--- config.mk ---
export PLATFORM = sky130hd
export DESIGN_NAME = bf16_vec_cmp_pipe
export DESIGN_NICKNAME = d
export VERILOG_FILES = /design/src/rtl/bf16_cmp_pkg.sv /design/src/rtl/bf16_lane_cmp.sv /design/src/rtl/bf16_vec_cmp_pipe.sv
export SDC_FILE = /design/constraint.sdc
export NUM_CORES = 1
export LEC_CHECK = 0
export ABC_AREA = 1
export CAP_MARGIN = 20
export CORE_ASPECT_RATIO = 1.5
export CORE_UTILIZATION = 26
export DETAILED_ROUTE_END_ITERATION = 6
export PLACE_DENSITY = 0.55
export RECOVER_POWER = 25
export SLEW_MARGIN = 20
export SYNTH_ARGS = -nofsm -noshare
export SYNTH_HDL_FRONTEND = slang
export SYNTH_SLANG_ARGS = --single-unit
--- constraint.sdc ---
create_clock -name clk1 -period 3.2 [get_ports clk1]
set_input_delay 0.48 -clock clk1 [delete_from_list [all_inputs] [get_ports clk1]]
set_output_delay 0.48 -clock clk1 [all_outputs]
set_load 0.005 [all_outputs]
--- src/rtl/bf16_cmp_pkg.sv ---
// Shared BF16 compare types, op encoding and classification helpers.
package bf16_cmp_pkg;

  typedef struct packed {
    logic       sign;
    logic [7:0] exp;
    logic [6:0] man;
  } bf16_t;

  typedef enum logic [1:0] {
    OP_MAX = 2'd0,
    OP_MIN = 2'd1,
    OP_LT  = 2'd2,
    OP_EQ  = 2'd3
  } cmp_op_e;

  localparam logic [15:0] BF16_QNAN = 16'h7FC0;
  localparam logic [7:0]  EXP_ALL1  = 8'hFF;

  function automatic logic is_nan(input bf16_t x);
    return (x.exp == EXP_ALL1) && (x.man != 7'd0);
  endfunction

  function automatic logic is_zero(input bf16_t x);
    return (x.exp == 8'd0) && (x.man == 7'd0);
  endfunction

endpackage

--- src/rtl/bf16_lane_cmp.sv ---
// One BF16 lane: classification/ordering of the incoming operands, and result
// select from the stage-1 registered operands and flags.
module bf16_lane_cmp
  import bf16_cmp_pkg::*;
(
  input  bf16_t       a,
  input  bf16_t       b,
  output logic        a_nan,
  output logic        b_nan,
  output logic        a_lt_b,
  output logic        a_eq_b,
  input  bf16_t       a_p1,
  input  bf16_t       b_p1,
  input  cmp_op_e     op_p1,
  input  logic        a_nan_p1,
  input  logic        b_nan_p1,
  input  logic        a_lt_b_p1,
  input  logic        a_eq_b_p1,
  output logic [15:0] res
);

  logic both_zero;
  logic b_lt_a;

  always_comb begin
    a_nan     = is_nan(a);
    b_nan     = is_nan(b);
    both_zero = is_zero(a) && is_zero(b);
    a_eq_b    = !a_nan && !b_nan && (both_zero || (a == b));
    // Negative operands order by inverted magnitude.
    if (a_nan || b_nan || both_zero) a_lt_b = 1'b0;
    else if (a.sign != b.sign)       a_lt_b = a.sign;
    else if (a.sign)                 a_lt_b = {a.exp, a.man} > {b.exp, b.man};
    else                             a_lt_b = {a.exp, a.man} < {b.exp, b.man};
  end

  // Ordering is total once NaNs are excluded, so b<a is the remaining case.
  assign b_lt_a = !a_lt_b_p1 && !a_eq_b_p1;

  always_comb begin
    res = a_p1;
    case (op_p1)
      OP_MAX: begin
        if (a_nan_p1 && b_nan_p1) res = BF16_QNAN;
        else if (a_nan_p1)        res = b_p1;
        else if (b_nan_p1)        res = a_p1;
        else if (a_lt_b_p1)       res = b_p1;
        else                      res = a_p1;
      end
      OP_MIN: begin
        if (a_nan_p1 && b_nan_p1) res = BF16_QNAN;
        else if (a_nan_p1)        res = b_p1;
        else if (b_nan_p1)        res = a_p1;
        else if (b_lt_a)          res = b_p1;
        else                      res = a_p1;
      end
      OP_LT:   res = {15'd0, a_lt_b_p1};
      OP_EQ:   res = {15'd0, a_eq_b_p1};
      default: res = a_p1;
    endcase
  end

endmodule

--- src/rtl/bf16_vec_cmp_pipe.sv ---
// N-lane BF16 MAX/MIN/LT/EQ engine, 2-stage stallable valid/ready pipeline.
// Optional per-lane NaN flag output when BF16_CMP_NAN_FLAG_EN is defined.
module bf16_vec_cmp_pipe
  import bf16_cmp_pkg::*;
#(
  parameter int N     = 2,
  parameter int CNT_W = 16
) (
  input  logic              clk1,
  input  logic              rst1,
  input  logic [16*N-1:0]   a1,
  input  logic [16*N-1:0]   b1,
  input  logic [1:0]        op,
  input  logic              in_valid,
  output logic              in_ready,
  output logic [16*N-1:0]   c1,
  output logic              out_valid,
  input  logic              out_ready,
`ifdef BF16_CMP_NAN_FLAG_EN
  output logic [N-1:0]      nan_flag,
`endif
  output logic [CNT_W-1:0]  txn_cnt
);

  logic              vld_p1, vld_p2, adv1, adv2;
  logic [16*N-1:0]   a_p1, b_p1, res_p1, c_p2;
  cmp_op_e           op_p1;
  logic [N-1:0]      a_nan_p0, b_nan_p0, lt_p0, eq_p0;
  logic [N-1:0]      a_nan_p1, b_nan_p1, lt_p1, eq_p1;

  assign adv2     = !vld_p2 || out_ready;
  assign adv1     = !vld_p1 || adv2;
  assign in_ready = adv1;

  for (genvar i = 0; i < N; i++) begin : g_lane
    bf16_lane_cmp u_lane (
      .a         (a1[16*i +: 16]),
      .b         (b1[16*i +: 16]),
      .a_nan     (a_nan_p0[i]),
      .b_nan     (b_nan_p0[i]),
      .a_lt_b    (lt_p0[i]),
      .a_eq_b    (eq_p0[i]),
      .a_p1      (a_p1[16*i +: 16]),
      .b_p1      (b_p1[16*i +: 16]),
      .op_p1     (op_p1),
      .a_nan_p1  (a_nan_p1[i]),
      .b_nan_p1  (b_nan_p1[i]),
      .a_lt_b_p1 (lt_p1[i]),
      .a_eq_b_p1 (eq_p1[i]),
      .res       (res_p1[16*i +: 16])
    );
  end

  // Stage 1: operands, op and per-lane classification
  always_ff @(posedge clk1) begin
    if (rst1)      vld_p1 <= 1'b0;
    else if (adv1) vld_p1 <= in_valid;
  end

  always_ff @(posedge clk1) begin
    if (adv1 && in_valid) begin
      a_p1     <= a1;
      b_p1     <= b1;
      op_p1    <= cmp_op_e'(op);
      a_nan_p1 <= a_nan_p0;
      b_nan_p1 <= b_nan_p0;
      lt_p1    <= lt_p0;
      eq_p1    <= eq_p0;
    end
  end

  // Stage 2: selected result, held while downstream stalls
  always_ff @(posedge clk1) begin
    if (rst1) begin
      vld_p2 <= 1'b0;
      c_p2   <= '0;
    end else if (adv2) begin
      vld_p2 <= vld_p1;
      if (vld_p1) c_p2 <= res_p1;
    end
  end

`ifdef BF16_CMP_NAN_FLAG_EN
  logic [N-1:0] nan_p2;

  always_ff @(posedge clk1) begin
    if (rst1)                 nan_p2 <= '0;
    else if (adv2 && vld_p1)  nan_p2 <= a_nan_p1 | b_nan_p1;
  end

  assign nan_flag = nan_p2;
`endif

  always_ff @(posedge clk1) begin
    if (rst1)                        txn_cnt <= '0;
    else if (vld_p2 && out_ready)    txn_cnt <= txn_cnt + CNT_W'(1);
  end

  assign c1        = c_p2;
  assign out_valid = vld_p2;

endmodule

## Yosys cells after proc, flatten, opt, wreduce, memory -nomap -nowiden

Cells that the tools add are included.
Widths: inputs -> output; s select.

- Reduce and logical (&&, ||, !) cells: 52
- Eq/ne operators: 11
- $add $sub $neg: 1
- Muxes and demuxes: 22
- Magnitude comparators: 4

Operators with widths:

| kind | number |
|---|---|
| $mux 16 | 16 |
| $pmux 16 s4 | 2 |
| $eq 16x16->1 | 2 |
| $eq 8x8->1 const B | 4 |
| $logic_not 8->1 | 4 |
| $gt 15x15->1 | 2 |
| $lt 15x15->1 | 2 |
| $logic_not 7->1 | 4 |
| $reduce_bool 7->1 | 4 |
| $logic_and 1x1->1 | 20 |
| $add 16x1->16 const B | 1 |
| $logic_not 1->1 | 10 |
| $logic_or 1x1->1 | 8 |
| $eq 2x2->1 const B | 2 |
| $mux 1 | 4 |
| $eq 2x1->1 const B | 1 |
| $logic_not 2->1 | 1 |
| $ne 1x1->1 | 2 |
| $reduce_and 2->1 | 1 |

- Bits of input ports: 70
- Output and inout port bits: 50
- Flip-flop bits (word level): 124

## Depth between registers and ports, before layout

- Depth after elaboration: 7
- Mapped depth: 12

## Cells and area by module

Synthesis repeated with hierarchy kept, for this count alone.

- Cell total of the unflattened synthesis: 856
- Area total of the unflattened synthesis: 6,841.6 µm²

By module, submodules not included:

| module | times used | seq. area each (µm²) | cells each | area an instance (µm²) |
|---|---|---|---|---|
| bf16_vec_cmp_pipe | 1 | 3,223.1 | 346 | 4,226.6 |
| bf16_lane_cmp | 2 | 0.0 | 255 | 1,307.5 |

## Worst setup path after synthesis

Ideal clock, no wire load.

- Kind: input to register
- Start point: input out_ready
- End point: register a_nan_p1[0] (enable)
- Setup slack: 0.624 ns
- Required time: 2.772 ns
- Buffers on the path: 0
- Stages: 4
- Library setup time: 0.428 ns
- Data arrival time: 2.147 ns
- Cell sequence: inv_1 -> nand3_1 -> nand2_1 -> inv_1

- Cells in the longest elaborated chain, start to end: 3

Ends and longest elaborated chain:

| item | RTL line | text |
|---|---|---|
| start: declaration | bf16_vec_cmp_pipe.sv:18 | `input logic out_ready,` |
| $logic_or 1x1->1 | bf16_vec_cmp_pipe.sv:31 | `assign adv2 = !vld_p2 \|\| out_ready;` |
| $logic_or 1x1->1 | bf16_vec_cmp_pipe.sv:32 | `assign adv1 = !vld_p1 \|\| adv2;` |
| net in_ready | bf16_vec_cmp_pipe.sv:15 | `output logic in_ready,` |
| $logic_and 1x1->1 | bf16_vec_cmp_pipe.sv:61 | `if (adv1 && in_valid) begin` |
| end signal: assignment | bf16_vec_cmp_pipe.sv:65 | `a_nan_p1 <= a_nan_p0;` |
| end: declaration | bf16_vec_cmp_pipe.sv:29 | `logic [N-1:0] a_nan_p1, b_nan_p1, lt_p1, eq_p1;` |

The timed path passes the listed nets, and every way through them passes these cells.
A chain may end at the register's enable or synchronous reset.

## Final worst setup path

- Start point: input out_ready
- End point: output in_ready

- Cells in the longest elaborated chain, start to end: 2

Ends and longest elaborated chain:

| item | RTL line |
|---|---|
| $logic_or 1x1->1 | bf16_vec_cmp_pipe.sv:31 |
| $logic_or 1x1->1 | bf16_vec_cmp_pipe.sv:32 |
| end: declaration | bf16_vec_cmp_pipe.sv:15 |

No other way between the ends.

==> flow_summary_export.csv <==
group,metric,value,unit
synthesis,synth_area_leader_cell,"edfxtp_1",
finish,total_inserted_antenna_cells,0,
placed_design,gp_congestion,0.8244,
hold_path,holdPathEnd,"txn_cnt[15]",
critical_path,critical_path.cell_chain,"clkdlybuf4s50_1 -> inv_1 -> nand3_1 -> clkdlybuf4s50_1",
finish,post_route_cells_drive_above_1_share,0.06362,
synthesis,yosysMostFrequentCell,"nand2_1",
timing,slew_headroom,0.3828,
floorplan,dieHeight,195.3,um
clock_network,insertion_delay,0.42,ns
synthesis,synth_common_cells,"nand2_1, inv_1, nor2_1",
timing,setup_tns,0,ns
synthesis,synthesis.area,6475,um^2
grt,grt_start_max_net_pins,75,
grt,grt_antenna_before_repair,0,
floorplan,initial_utilization,0.2650,
critical_path,launch_point_of_the_worst_path,"out_ready",
drt,detail_route.drc_violations,0,
critical_path,r2r_slack,1.32,ns
power,power.density_cell_area,494.8,nW/um^2
timing,post-route-min-period,2.147,ns
timing,final_report_hold_violation_count,0,
power,p_leak,3.403,nW
placed_design,post-place-cells,1188,
clock_network,post_cts_hold_buffer_count,0,
placed_design,pre_cts_slack,0.8139,ns
run,timing.max_cap.violations,0,
critical_path,critPathLaunchType,"primary input",
synthesis,yosysUniqueCellTypes,36,
critical_path,worst_r2r_startpoint,"b_nan_p1[1]",
synthesis,synth_ff_type,"edfxtp_1",
drt,detail_route.iter0.violations,250,
hold_path,min_path_cells,2,
critical_path,cell_type_of_the_slowest_stage_on_the_worst_timing_path,"clkdlybuf4s50_1",
grt,grt_pass1_vias,5222,
power,irDropWorstVdd,328.9,uV
critical_path,critPathCaptureType,"output port",
grt,gr-total-overflow,0,
synthesis,synthCells,763,
power,fin_total_pwr,4.244,mW
grt,grt_pass1_wl,26.89,mm
drt,postRouteWirelength,16.72,mm
synthesis,synth_area_leaders,"edfxtp_1, dfxtp_1, nand2_1",
clock_network,cts.htree.levels,4,
floorplan,die-area,25550,um^2
critical_path,capture_point_of_the_worst_reg_to_reg_path,"c1[27]",
timing,timing.final.setup_violations,0,
timing,fin_ws,1.053,ns
hold_path,timing.hold.worst.start,"txn_cnt[15]",
drt,average_detailed_routed_wire_length_per_instance,13.70,um
critical_path,crit_top_cell,"clkdlybuf4s50_1",
synthesis,number_of_synthesized_flops_with_an_enable_pin,74,
clock_network,clkSinkCount,124,
clock_network,max_buffers_root_to_sink,2,
drt,via_count,5432,
synthesis,ys.warnings.count,0,
timing,max_freq,465.7,MHz
drt,antenna_left,0,
clock_network,clock_root_buffer,"clkbuf_16",
synthesis,postSynthRegisterBits,124,
floorplan,core_footprint,24440,um^2
finish,flow.area_growth_from_synthesis,32.48,%
run_status,result_of_the_run,"completed",
critical_path,worst-endpoint-required,2.72,ns
critical_path,path_class,"primary input to output port",
finish,ff_latch_area,3223,um^2
timing,setup_repair_after_global_routing_missed_its_margin,"no",
synthesis,mappedNetlistNets,864,
synthesis,share_of_async_settable_or_async_resettable_flops_after_synthesis,0,
critical_path,crit_path_max_incr_delay,0.53,ns
timing,tightest_slew,0.9235,ns
clock_network,clock_tree_from_tritoncts,"built",
critical_path,path_max_fanout,3,
placed_design,buffer_ports.inserted,119,
finish,final_net_count,984,
synthesis,synth_top_area_share,0.3432,
grt,gr-usage-all-layers,0.1389,
clock_network,cts.repair_timing.setup_buffer_count,0,
clock_network,clock_slew_at_the_register_clock_pins_of_the_worst_setup_and_hold_paths,0.05,ns
floorplan,rows,70,
drt,routed_via_density,4.452,
timing,slew_violations,0,
synthesis,post_synth.cell_area_avg,8.486,um^2
critical_path,worstRegToRegCells,6,
clock_network,post_cts_resize_count,0,
critical_path,worst_ep_arrival_time,1.67,ns
timing,fin_clk_skew,0.01019,ns
drt,dr.pass1.iters,4,
finish,final_cell_count_no_fill,1220,
timing,worst_hold_slack,0.4951,ns
timing,final.period_utilization,0.6711,
placed_design,dp_hpwl,13.06,mm
hold_path,min-delay-path-class,"register to register",
finish,fillers,2492,
clock_network,cts-buffers-inserted,17,
synthesis,synth_seq_area_share,0.4978,
floorplan,boundaryPins,120,
floorplan,die_w,130.9,um
finish,multiInputGateArea,2696,um^2
[where the power goes]
group / internal [mW] / switching (mW) / total, mW
logic: 0.220 / 0.284 / 0.505
registers: 1.79 / 0.0433 / 1.83
clock network: 1.21 / 0.696 / 1.91
total: 3.22 / 1.02 / 4.24
[worst max-delay path by stage]
stage          slack (ns)  cells after the start           to
3_3_place_gp         0.87                     12     lt_p1[1]
2_1_floorplan        0.62                      4  a_nan_p1[0]
3_5_place_dp         0.81                     12     lt_p1[1]
4_1_cts              1.05                      4     in_ready
5_1_grt              0.99                      4     in_ready
6_report             1.05                      4     in_ready
[layout by cell type (no fill, tap or decap), types with 36 or more instances in the layout]
master	n
nand2_1	140
inv_1	106
nor2_1	76
edfxtp_1	74
dlygate4sd3_1	62
a21oi_1	57
clkdlybuf4s50_1	57
dfxtp_1	50
o21ai_0	42
nand3_1	36
[layout make-up]
cell class                      count  area share
Clock buffer                       19     0.05047
Clock inverter                     13     0.01750
Inverter                          114     0.05003
Multi-Input combinational cell    502      0.3143
Sequential cell                   124      0.3757
Tap cell                          324     0.04726
Timing Repair Buffer              124      0.1447
[cells by family after synthesis]
family                   after synthesis  synth area share
flip-flops                           124            0.4978
buffers and inverters                137           0.08580
AO/OA/AOI/OAI                        175            0.1556
adder cells (fa/ha/maj)               31           0.05990
XOR/XNOR                               6          0.008116
AND/OR/NAND/NOR                      290            0.1928
[routing by layer]
| layer | track usage | routed length (um) | up-vias |
|---|---|---|---|
| li1 | - | - | 2830 |
| met1 | 0.1712 | 7514 | 2472 |
| met2 | 0.2293 | 8183 | 104 |
| met3 | 0.02712 | 574 | 26 |
| met4 | 0.06556 | 444 | 0 |
| met5 | 0 | 0 | - |
[worst max-delay path: cells and delay by family]
kind          cells  cell delay, ns
simple gates      1            0.11
buf+inv           3            1.08
[flip-flops by register name, indices dropped and copies added, names as in the netlist]
register / flops
b_p1: 32
lt_p1: 2
b_nan_p1: 2
op_p1: 2
txn_cnt: 16
vld_p1: 1
out_valid: 1
a_p1: 32
a_nan_p1: 2
c1: 32
eq_p1: 2
[through the flow]
| step | cell area, um^2 | utilization |
|---|---|---|
| after global placement | 7995 | 0.3272 |
| after detailed placement | 7995 | 0.3272 |
| after floorplan | 6475 | - |
| final | 8578 | 0.3511 |
| after global routing | 8578 | 0.3511 |
| after CTS | 8578 | 0.3511 |
(Power assumes the default switching activity.)
